`config.mk`:
```
export PLATFORM = sky130hd
export DESIGN_NAME = alu_share_arbiter_flat
export DESIGN_NICKNAME = d
export VERILOG_FILES = /design/src/rtl/alu_share_arbiter_pkg.sv /design/src/rtl/alu_share_arbiter_if.sv /design/src/rtl/alu.sv /design/src/rtl/alu_share_arbiter_rr_arbiter.sv /design/src/rtl/alu_share_arbiter.sv /design/src/flat_wrapper.sv
export SDC_FILE = /design/constraint.sdc
export NUM_CORES = 1
export LEC_CHECK = 0
export ABC_AREA = 1
export BUFFER_PORTS_ARGS = -buffer_cell sky130_fd_sc_hd__buf_4
export CAP_MARGIN = 10
export CORE_MARGIN = 4
export CORE_UTILIZATION = 55
export CTS_CLUSTER_SIZE = 8
export DETAILED_ROUTE_END_ITERATION = 10
export MAX_ROUTING_LAYER = met4
export PLACE_DENSITY = 0.78
export SYNTH_ARGS = -nofsm -noshare
export SYNTH_HDL_FRONTEND = slang
export SYNTH_SLANG_ARGS = --single-unit
```
`constraint.sdc`:
```
create_clock -name clk -period 3.6 [get_ports clk]
set_clock_uncertainty 0.05 [all_clocks]
set_input_delay 0.72 -clock clk [delete_from_list [all_inputs] [get_ports clk]]
set_output_delay 0.72 -clock clk [all_outputs]
set_load 0.02 [all_outputs]
```
`src/rtl/alu_share_arbiter_pkg.sv`:
```
// Shared definitions for the ALU sharing arbiter.
//   ALU_operation_t : operation encoding understood by the shared ALU.
//   NUM_REQ_MIN/MAX : supported range of requester counts.
//   rsp_state_t     : occupancy of the one-entry response register.
//   id_width()      : tag width for a requester count (never below 1).
package alu_share_arbiter_pkg;

    typedef enum logic [3:0] {
        addALU,
        subALU,
        andALU,
        orALU,
        xorALU,
        sllALU,
        srlALU,
        sraALU,
        sltALU,
        sltuALU
    } ALU_operation_t;

    localparam int NUM_REQ_MIN = 2;
    localparam int NUM_REQ_MAX = 8;

    typedef enum logic {
        EMPTY,
        FULL
    } rsp_state_t;

    function automatic int id_width(input int n);
        return (n > 1) ? $clog2(n) : 1;
    endfunction

endpackage

```
`src/rtl/alu_share_arbiter_if.sv`:
```
// Request/response bundle between the requesters, the consumer and the arbiter.
//   req_valid/req_ready/req_op/req_a/req_b : per-requester request channels.
//   rsp_valid/rsp_ready/rsp_id/rsp_result/rsp_zero : shared response channel.
// master: requester/consumer side.  slave: the arbiter.
interface alu_share_arbiter_if
    import alu_share_arbiter_pkg::*;
#(
    parameter int NUM_REQ = 2,
    parameter int XLEN    = 32,
    parameter int ID_W    = id_width(NUM_REQ)
) ();

    logic           [NUM_REQ-1:0]           req_valid;
    logic           [NUM_REQ-1:0]           req_ready;
    ALU_operation_t [NUM_REQ-1:0]           req_op;
    logic           [NUM_REQ-1:0][XLEN-1:0] req_a;
    logic           [NUM_REQ-1:0][XLEN-1:0] req_b;

    logic            rsp_valid;
    logic            rsp_ready;
    logic [ID_W-1:0] rsp_id;
    logic [XLEN-1:0] rsp_result;
    logic            rsp_zero;

    modport master (
        output req_valid, req_op, req_a, req_b, rsp_ready,
        input  req_ready, rsp_valid, rsp_id, rsp_result, rsp_zero
    );

    modport slave (
        input  req_valid, req_op, req_a, req_b, rsp_ready,
        output req_ready, rsp_valid, rsp_id, rsp_result, rsp_zero
    );

endinterface

```
`src/rtl/alu.sv`:
```
// Combinational ALU shared by the requesters.
//   op     : operation select
//   a, b   : operands (shift amount is b[4:0])
//   result : operation result
//   zero   : result is all zeros
module alu
    import alu_share_arbiter_pkg::*;
#(
    parameter int XLEN = 32
) (
    input  ALU_operation_t  op,
    input  logic [XLEN-1:0] a,
    input  logic [XLEN-1:0] b,
    output logic [XLEN-1:0] result,
    output logic            zero
);

    logic [4:0] shamt;

    assign shamt = b[4:0];

    always_comb begin
        result = '0;
        unique case (op)
            addALU:  result = a + b;
            subALU:  result = a - b;
            andALU:  result = a & b;
            orALU:   result = a | b;
            xorALU:  result = a ^ b;
            sllALU:  result = a << shamt;
            srlALU:  result = a >> shamt;
            sraALU:  result = $signed(a) >>> shamt;
            sltALU:  result = {{(XLEN-1){1'b0}}, $signed(a) < $signed(b)};
            sltuALU: result = {{(XLEN-1){1'b0}}, a < b};
            default: result = '0;
        endcase
    end

    assign zero = (result == '0);

endmodule

```
`src/rtl/alu_share_arbiter_rr_arbiter.sv`:
```
// Combinational round-robin arbiter.
//   req     : request vector
//   ptr     : highest-priority index (search starts here, wraps at N)
//   en      : grant allowed this cycle
//   gnt     : one-hot grant (zero when nothing granted)
//   gnt_idx : index of the grant (0 when nothing granted)
//   any     : a grant was issued
module rr_arbiter #(
    parameter int N    = 2,
    parameter int ID_W = 1
) (
    input  logic [N-1:0]    req,
    input  logic [ID_W-1:0] ptr,
    input  logic            en,
    output logic [N-1:0]    gnt,
    output logic [ID_W-1:0] gnt_idx,
    output logic            any
);

    always_comb begin
        logic [ID_W-1:0] idx;
        gnt     = '0;
        gnt_idx = '0;
        any     = 1'b0;
        idx     = '0;
        if (en) begin
            for (int unsigned i = 0; i < N; i++) begin
                idx = ID_W'((32'(ptr) + i) % N);
                if (!any && req[idx]) begin
                    any      = 1'b1;
                    gnt[idx] = 1'b1;
                    gnt_idx  = idx;
                end
            end
        end
    end

endmodule

```
`src/rtl/alu_share_arbiter.sv`:
```
// Shares one combinational ALU between NUM_REQ requesters with round-robin
// grants and a one-entry, backpressurable response register.
//   clk   : system clock, rising edge
//   rst_n : asynchronous active-low reset
//   bus   : request channels in, tagged response channel out (slave side)
module alu_share_arbiter
    import alu_share_arbiter_pkg::*;
#(
    parameter int NUM_REQ = 2,
    parameter int XLEN    = 32,
    parameter int ID_W    = id_width(NUM_REQ)
) (
    input  logic               clk,
    input  logic               rst_n,
    alu_share_arbiter_if.slave bus
);

    if (NUM_REQ < NUM_REQ_MIN || NUM_REQ > NUM_REQ_MAX) begin : g_bad_num_req
        $error("alu_share_arbiter: NUM_REQ out of supported range");
    end

    rsp_state_t      state, state_nxt;
    logic [ID_W-1:0] rr_ptr;
    logic [ID_W-1:0] rsp_id_q;
    logic [XLEN-1:0] rsp_result_q;
    logic            rsp_zero_q;

    logic               can_accept;
    logic [NUM_REQ-1:0] gnt;
    logic [ID_W-1:0]    gnt_idx;
    logic               accept;

    ALU_operation_t  alu_op;
    logic [XLEN-1:0] alu_a, alu_b, alu_result;
    logic            alu_zero;

    // Draining and refilling in the same cycle keeps one op per cycle.
    assign can_accept = (state == EMPTY) || bus.rsp_ready;

    // rst_n gates the grant so req_ready is low throughout reset.
    rr_arbiter #(
        .N    (NUM_REQ),
        .ID_W (ID_W)
    ) u_rr_arbiter (
        .req     (bus.req_valid),
        .ptr     (rr_ptr),
        .en      (can_accept && rst_n),
        .gnt     (gnt),
        .gnt_idx (gnt_idx),
        .any     (accept)
    );

    assign bus.req_ready = gnt;

    // gnt_idx is 0 without a grant, so requester 0 drives the idle ALU.
    assign alu_op = bus.req_op[gnt_idx];
    assign alu_a  = bus.req_a[gnt_idx];
    assign alu_b  = bus.req_b[gnt_idx];

    alu #(
        .XLEN (XLEN)
    ) u_alu (
        .op     (alu_op),
        .a      (alu_a),
        .b      (alu_b),
        .result (alu_result),
        .zero   (alu_zero)
    );

    always_ff @(posedge clk or negedge rst_n) begin
        if (!rst_n) begin
            state <= EMPTY;
        end else begin
            state <= state_nxt;
        end
    end

    always_comb begin
        state_nxt = state;
        unique case (state)
            EMPTY: if (accept) state_nxt = FULL;
            FULL: begin
                if (accept)             state_nxt = FULL;
                else if (bus.rsp_ready) state_nxt = EMPTY;
            end
            default: state_nxt = EMPTY;
        endcase
    end

    always_comb begin
        bus.rsp_valid = (state == FULL);
    end

    always_ff @(posedge clk or negedge rst_n) begin
        if (!rst_n) begin
            rr_ptr       <= '0;
            rsp_id_q     <= '0;
            rsp_result_q <= '0;
            rsp_zero_q   <= 1'b0;
        end else if (accept) begin
            rr_ptr       <= (gnt_idx == ID_W'(NUM_REQ - 1)) ? '0 : gnt_idx + ID_W'(1);
            rsp_id_q     <= gnt_idx;
            rsp_result_q <= alu_result;
            rsp_zero_q   <= alu_zero;
        end
    end

    assign bus.rsp_id     = rsp_id_q;
    assign bus.rsp_result = rsp_result_q;
    assign bus.rsp_zero   = rsp_zero_q;

endmodule
```
`src/flat_wrapper.sv`:
```
// flat-port wrapper written by rule: the top's interface ports become plain ports
module alu_share_arbiter_flat import alu_share_arbiter_pkg::*;
#(
    parameter int NUM_REQ = 2,
    parameter int XLEN    = 32,
    parameter int ID_W    = id_width(NUM_REQ)
)
  (clk, rst_n, bus_req_valid, bus_req_op, bus_req_a, bus_req_b, bus_rsp_ready, bus_req_ready, bus_rsp_valid, bus_rsp_id, bus_rsp_result, bus_rsp_zero);
  alu_share_arbiter_if #(.NUM_REQ(NUM_REQ), .XLEN(XLEN), .ID_W(ID_W)) bus_i ();
  input  logic clk;
  input  logic rst_n;
  input wire logic [$bits(bus_i.req_valid)-1:0] bus_req_valid;
  input wire logic [$bits(bus_i.req_op)-1:0] bus_req_op;
  input wire logic [$bits(bus_i.req_a)-1:0] bus_req_a;
  input wire logic [$bits(bus_i.req_b)-1:0] bus_req_b;
  input wire logic [$bits(bus_i.rsp_ready)-1:0] bus_rsp_ready;
  output wire logic [$bits(bus_i.req_ready)-1:0] bus_req_ready;
  output wire logic [$bits(bus_i.rsp_valid)-1:0] bus_rsp_valid;
  output wire logic [$bits(bus_i.rsp_id)-1:0] bus_rsp_id;
  output wire logic [$bits(bus_i.rsp_result)-1:0] bus_rsp_result;
  output wire logic [$bits(bus_i.rsp_zero)-1:0] bus_rsp_zero;
  assign bus_i.req_valid = bus_req_valid;
  assign bus_i.req_op = bus_req_op;
  assign bus_i.req_a = bus_req_a;
  assign bus_i.req_b = bus_req_b;
  assign bus_i.rsp_ready = bus_rsp_ready;
  assign bus_req_ready = bus_i.req_ready;
  assign bus_rsp_valid = bus_i.rsp_valid;
  assign bus_rsp_id = bus_i.rsp_id;
  assign bus_rsp_result = bus_i.rsp_result;
  assign bus_rsp_zero = bus_i.rsp_zero;
  alu_share_arbiter #(.NUM_REQ(NUM_REQ), .XLEN(XLEN), .ID_W(ID_W)) u_core (.clk(clk), .rst_n(rst_n), .bus(bus_i));
endmodule
```
==> results.sh, run 1 <==
export IMPL_track_usage=0.7358
export IMPL_synth_adder_area_share=0.09832
export IMPL_htree_levels=2
export IMPL_syn_mean_instance_area_um2=5.175
export IMPL_syn_area_um2=12170
export IMPL_ys_ff_latch=36
export IMPL_clockBufferDepth=2
export IMPL_syn_nets=2587
export IMPL_synth_xor_area_frac=0.005040
export IMPL_port_buffers=177
export IMPL_yosysTopAreaCell="nand2_1"
export IMPL_synth_cells=2351
export IMPL_placed_cell_area_um2=17410
export IMPL_failed_stage="5_1_grt"
export IMPL_overflow=71
export IMPL_io_pins=178
export IMPL_synthTopCellsByArea="nand2_1 22%, nand3_1 14%, ha_1 9.7%, inv_1 9.3%, dfrtp_1 7.4%"
export IMPL_dp_cells=3199
export IMPL_ys_warn_count=0
export IMPL_fp_dieH_um=156.7
export IMPL_cts_buffers=5
export IMPL_yosysSeqAreaShare=0.07405
export IMPL_clock_sinks=36
export IMPL_start_util=0.5574
export IMPL_grt_pass1_vias=23671
export IMPL_synth_cell_types=49
export IMPL_grt_pass1_wl_mm=135.6
export IMPL_yosysTopAreaCellShare=0.2188
export IMPL_status="stopped before the end"
export IMPL_yosys_area_share_simple=0.4825
export IMPL_die_w_um=156.7
export IMPL_ys_flop_type="dfrtp_1"
export IMPL_holdBufCountCts=0
export IMPL_routabilityCongestion=1.269
export IMPL_synthArstFlopShare=1.000
export IMPL_synth_top_family_by_area="simple AND/OR/NAND/NOR gates"
export IMPL_dp_hpwl_mm=51.54
export IMPL_synth_compound_area_share=0.1964
export IMPL_muxShareOfSynthArea=0
export IMPL_grt_max_degree=69
export IMPL_rows=54
export IMPL_root_buffer="clkbuf_16"
export IMPL_synth_edf_count=0
export IMPL_error="[ERROR GRT-0116] Global routing finished with congestion. Check the congestion regions in the DRC Viewer."
export IMPL_pre_cts_ws_ns=-1.104
## cells in the mapped netlist, types with 3 or more instances
cell type  instances
nand2_1          709
nand3_1          343
inv_1            301
nor2_1           218
a21oi_1          145
o21ai_0          144
ha_1              94
buf_2             47
clkbuf_1          46
dfrtp_1           36
nand4_1           26
o21ai_1           24
nand3b_1          20
nand2_2           18
nor3_1            17
o22ai_1           16
inv_2             15
o21a_1            14
o21ai_4           11
buf_4             10
o211ai_1          10
o221ai_1           9
buf_1              8
o21bai_1           8
xor2_1             7
a31oi_1            5
o21ai_2            5
a211oi_1           4
buf_6              4
nor2_2             4
nor4_1             4
or2_2              4
nand3_2            3
## metrics by stage
stage	TNS, ns	utilization	hold slack (ns)
after floorplan	-0.2386	-	0.3744
after global placement	-16.44	0.7977	0.4061
after detailed placement	-19.29	0.7977	0.4097
after CTS	-1.514	0.8712	0.4367
## repair_timing
action / in CTS
buffers inserted: 56
gates resized for setup: 249
pin swaps: 62
cloned: 7
endpoints found under the setup margin: 31
## layer usage
layer	overflow	GRT usage
met5	-	-
met4	23	0.6690
met3	2	0.5998
met2	42	0.8804
met1	4	0.7267
## kinds of logic after synthesis
| kind of cell | after synthesis |
|---|---|
| AOI/OAI and AO/OA | 408 |
| adders and majority gates | 95 |
| xor gates and xnor gates | 7 |
| and+or+nand+nor | 1373 |
| DFF | 36 |
| buffers and inverters | 432 |
==> inputs of run 2 (changes only) <==
--- a/config.mk
+++ b/config.mk
@@ -9,11 +9,9 @@
 export BUFFER_PORTS_ARGS = -buffer_cell sky130_fd_sc_hd__buf_4
 export CAP_MARGIN = 10
 export CORE_MARGIN = 4
-export CORE_UTILIZATION = 55
-export CTS_CLUSTER_SIZE = 8
+export CORE_UTILIZATION = 40
 export DETAILED_ROUTE_END_ITERATION = 10
-export MAX_ROUTING_LAYER = met4
-export PLACE_DENSITY = 0.78
+export PLACE_DENSITY_LB_ADDON = 0.15
 export SYNTH_ARGS = -nofsm -noshare
 export SYNTH_HDL_FRONTEND = slang
 export SYNTH_SLANG_ARGS = --single-unit
==> constraint.sdc (replaced) <==
create_clock -name clk -period 4.7 [get_ports clk]
set_clock_uncertainty 0.05 [all_clocks]
set_input_delay 0.94 -clock clk [delete_from_list [all_inputs] [get_ports clk]]
set_output_delay 0.94 -clock clk [all_outputs]
set_load 0.02 [all_outputs]
==> results.sh, run 2 <==
export IMPL_synth_edf_count=0
export IMPL_die_area_um2=33270
export IMPL_ys_flop_type="dfrtp_1"
export IMPL_vias_per_cell=5.703
export IMPL_worst_slack_ns=0.07677
export IMPL_synth_cells=2351
export IMPL_period_share=0.9837
export IMPL_port_buffers=177
export IMPL_routedWlPerCell_um=21.57
export IMPL_routabilityCongestion=1.097
export IMPL_drtIter0Drc=2503
export IMPL_wl_mm=70.54
export IMPL_tightest_slew_ns=0.7781
export IMPL_dp_cells=3255
export IMPL_syn_area_um2=12170
export IMPL_htree_levels=2
export IMPL_synth_most_common_cell="nand2_1"
export IMPL_vias=18653
export IMPL_setup_tns_ns=0
export IMPL_syn_mean_instance_area_um2=5.175
export IMPL_drc=0
export IMPL_period_needed_ns=4.623
export IMPL_overflow=0
export IMPL_arrival_ns=4.81
export IMPL_yosysTopAreaCell="nand2_1"
export IMPL_r2r_end="u_core.bus.rsp_zero"
export IMPL_final_common_cell="nand2_1"
export IMPL_finalSetupViolations=0
export IMPL_p_leak_nw=9.749
export IMPL_antenna_found_initial=2
export IMPL_power_density_nw_per_um2=256.1
export IMPL_maxSlewViolCount=0
export IMPL_status="finished, final reports clean"
export IMPL_fin_total_pwr_mw=4.477
export IMPL_crit_fanout=10
export IMPL_finalInstanceArea_um2=17480
export IMPL_grt_max_degree=68
export IMPL_r2r_start="u_core.rr_ptr"
export IMPL_slew_headroom=0.4813
export IMPL_fp_dieH_um=182.4
export IMPL_synthTopCellsByArea="nand2_1 22%, nand3_1 14%, ha_1 9.7%, inv_1 9.3%, dfrtp_1 7.4%"
export IMPL_ir_worst_vdd_mv=0.1541
export IMPL_required_ns=4.89
export IMPL_firstDrtPassIters=8
export IMPL_track_usage=0.4005
export IMPL_groute_layer_met1_usage=0.5282
export IMPL_start_util=0.4083
export IMPL_crit_type="in -> reg"
export IMPL_pre_cts_ws_ns=-0.5299
export IMPL_hold_viol_final=0
export IMPL_max_freq_ghz=0.2163
export IMPL_syn_nets=2587
export IMPL_rows=63
export IMPL_clk_latency_ns=0.29
export IMPL_dp_hpwl_mm=58.07
export IMPL_met3_usage=0.08850
export IMPL_met2_usage=0.6074
export IMPL_busiest_layer="met2"
export IMPL_fin_nets=3116
export IMPL_io_pins=178
export IMPL_worstSetupEndpoint="u_core.bus.rsp_zero"
export IMPL_grt_pass1_vias=17443
export IMPL_ys_ff_latch=36
export IMPL_critPathLaunch="rst_n"
export IMPL_yosysSeqAreaShare=0.07405
export IMPL_cts_buffers=5
export IMPL_maxCapViolCount=0
export IMPL_root_buffer="clkbuf_16"
export IMPL_placed_cell_area_um2=16950
export IMPL_yosysTopAreaCellShare=0.2188
export IMPL_endpoint_kind="flip-flop"
export IMPL_drive_gt1_frac=0.2694
export IMPL_cts_clk_slew_worst_paths_ns=0.07
export IMPL_synthArstFlopShare=1.000
export IMPL_final_cell_mix="705 x nand2_1, 622 x buf_4, 341 x nand3_1"
export IMPL_cp_start_kind="input pin"
export IMPL_area_growth_syn_to_layout_pct=43.69
export IMPL_detail_route_antenna_nets=0
export IMPL_core_um2=29800
export IMPL_clock_sinks=36
export IMPL_largest_register_ffs=32
export IMPL_rrSetupSlack_ns=0.51
export IMPL_clockBufferDepth=2
export IMPL_ys_warn_count=0
export IMPL_die_w_um=182.4
export IMPL_holdCritPathClass="reg -> reg"
export IMPL_n_antenna_cell=0
export IMPL_reg2regPathDepth=26
export IMPL_netlist_top_cells_count="709 x nand2_1, 343 x nand3_1, 301 x inv_1"
export IMPL_cts_tree="built"
export IMPL_synth_cell_types=49
export IMPL_grt_pass1_wl_mm=102.6
export IMPL_fin_cells=3271
## run 2: cell counts after synthesis
No cell type changed its count.
## run 2: logic make-up after synthesis
group / share of synthesized area
AO/OA/AOI/OAI: 0.1964
adder cells (fa/ha/maj): 0.09832
flip-flops: 0.07405
XOR/XNOR: 0.005040
AND/OR/NAND/NOR: 0.4825
buffers and inverters: 0.1437
## run 2: power breakdown
| group | switching (mW) | internal, mW | leakage, nW | total (mW) |
|---|---|---|---|---|
| clock network | 0.146 | 0.196 | 0.0736 | 0.342 |
| registers | 0.0446 | 0.384 | 0.462 | 0.428 |
| logic | 2.21 | 1.49 | 9.21 | 3.71 |
| total | 2.40 | 2.07 | 9.75 | 4.48 |
## run 2: stage by stage
stage               utilization  hold slack [ns]
finish                   0.5867           0.4292
global route             0.5867           0.4555
CTS                      0.5744           0.4315
detailed placement       0.5689           0.4153
global placement         0.5689           0.4073
floorplan                     -           0.4642
## run 2: worst max-delay path: stages
cell and delay (ns):
buf_4 0.12, a21boi_2 0.16, buf_12 0.15, nand2_8 0.14, buf_4 0.16, inv_2 0.03, or2_2 0.27, o21ai_2 0.11
ha_1 0.33, nor2_4 0.17, inv_1 0.08, nor3_4 0.16, nand2_1 0.09, nand2_1 0.12, nand2_1 0.11, nand2_1 0.11
buf_4 0.14, nand3_2 0.13, a21oi_2 0.18, nor2_1 0.12, nor3_2 0.28, nand3_1 0.12, nor2_1 0.12, nand3_1 0.09
nor2_2 0.17, nand3_1 0.09, nand2_1 0.07
## run 2: metal layers
| metal | vias up | wire length [um] |
|---|---|---|
| li1 | 8715 | - |
| met3 | 257 | 8665 |
| met5 | - | 23 |
| met1 | 8482 | 27580 |
| met4 | 4 | 5069 |
| met2 | 1195 | 29210 |
## run 2: worst min-delay path by stage
stage | endpoint | startpoint | depth (start not counted)
final | u_core.bus.rsp_id | u_core.bus.rsp_id | 2
after global routing | u_core.bus.rsp_result[3] | u_core.bus.rsp_result[3] | 2
after CTS | u_core.bus.rsp_id | u_core.bus.rsp_id | 2
after detailed placement | u_core.bus.rsp_id | u_core.bus.rsp_id | 2
after global placement | u_core.bus.rsp_id | u_core.bus.rsp_id | 2
after floorplan | u_core.rr_ptr | u_core.rr_ptr | 2
## run 2: area by class of cell
cell class              instances  area (um^2)
multi-input cells            1883         9809
clock buffers                   5        125.1
well taps                     390        488.0
flip-flops and latches         36        900.9
fillers                      3054        12320
repair buffers                637         4949
clock inverters                 3        18.77
inverters                     317         1190
## run 2: timing repair
action / in CTS / in global routing
pin swaps: 0 / 20
cloned: 0 / 3
hold endpoints to repair: 0 / 0
endpoints found under the setup margin: 2 / 7
buffers inserted: 0 / 5
hold buffers: 0 / 0
gates resized for setup: 6 / 85
(Power assumes the default switching activity.)
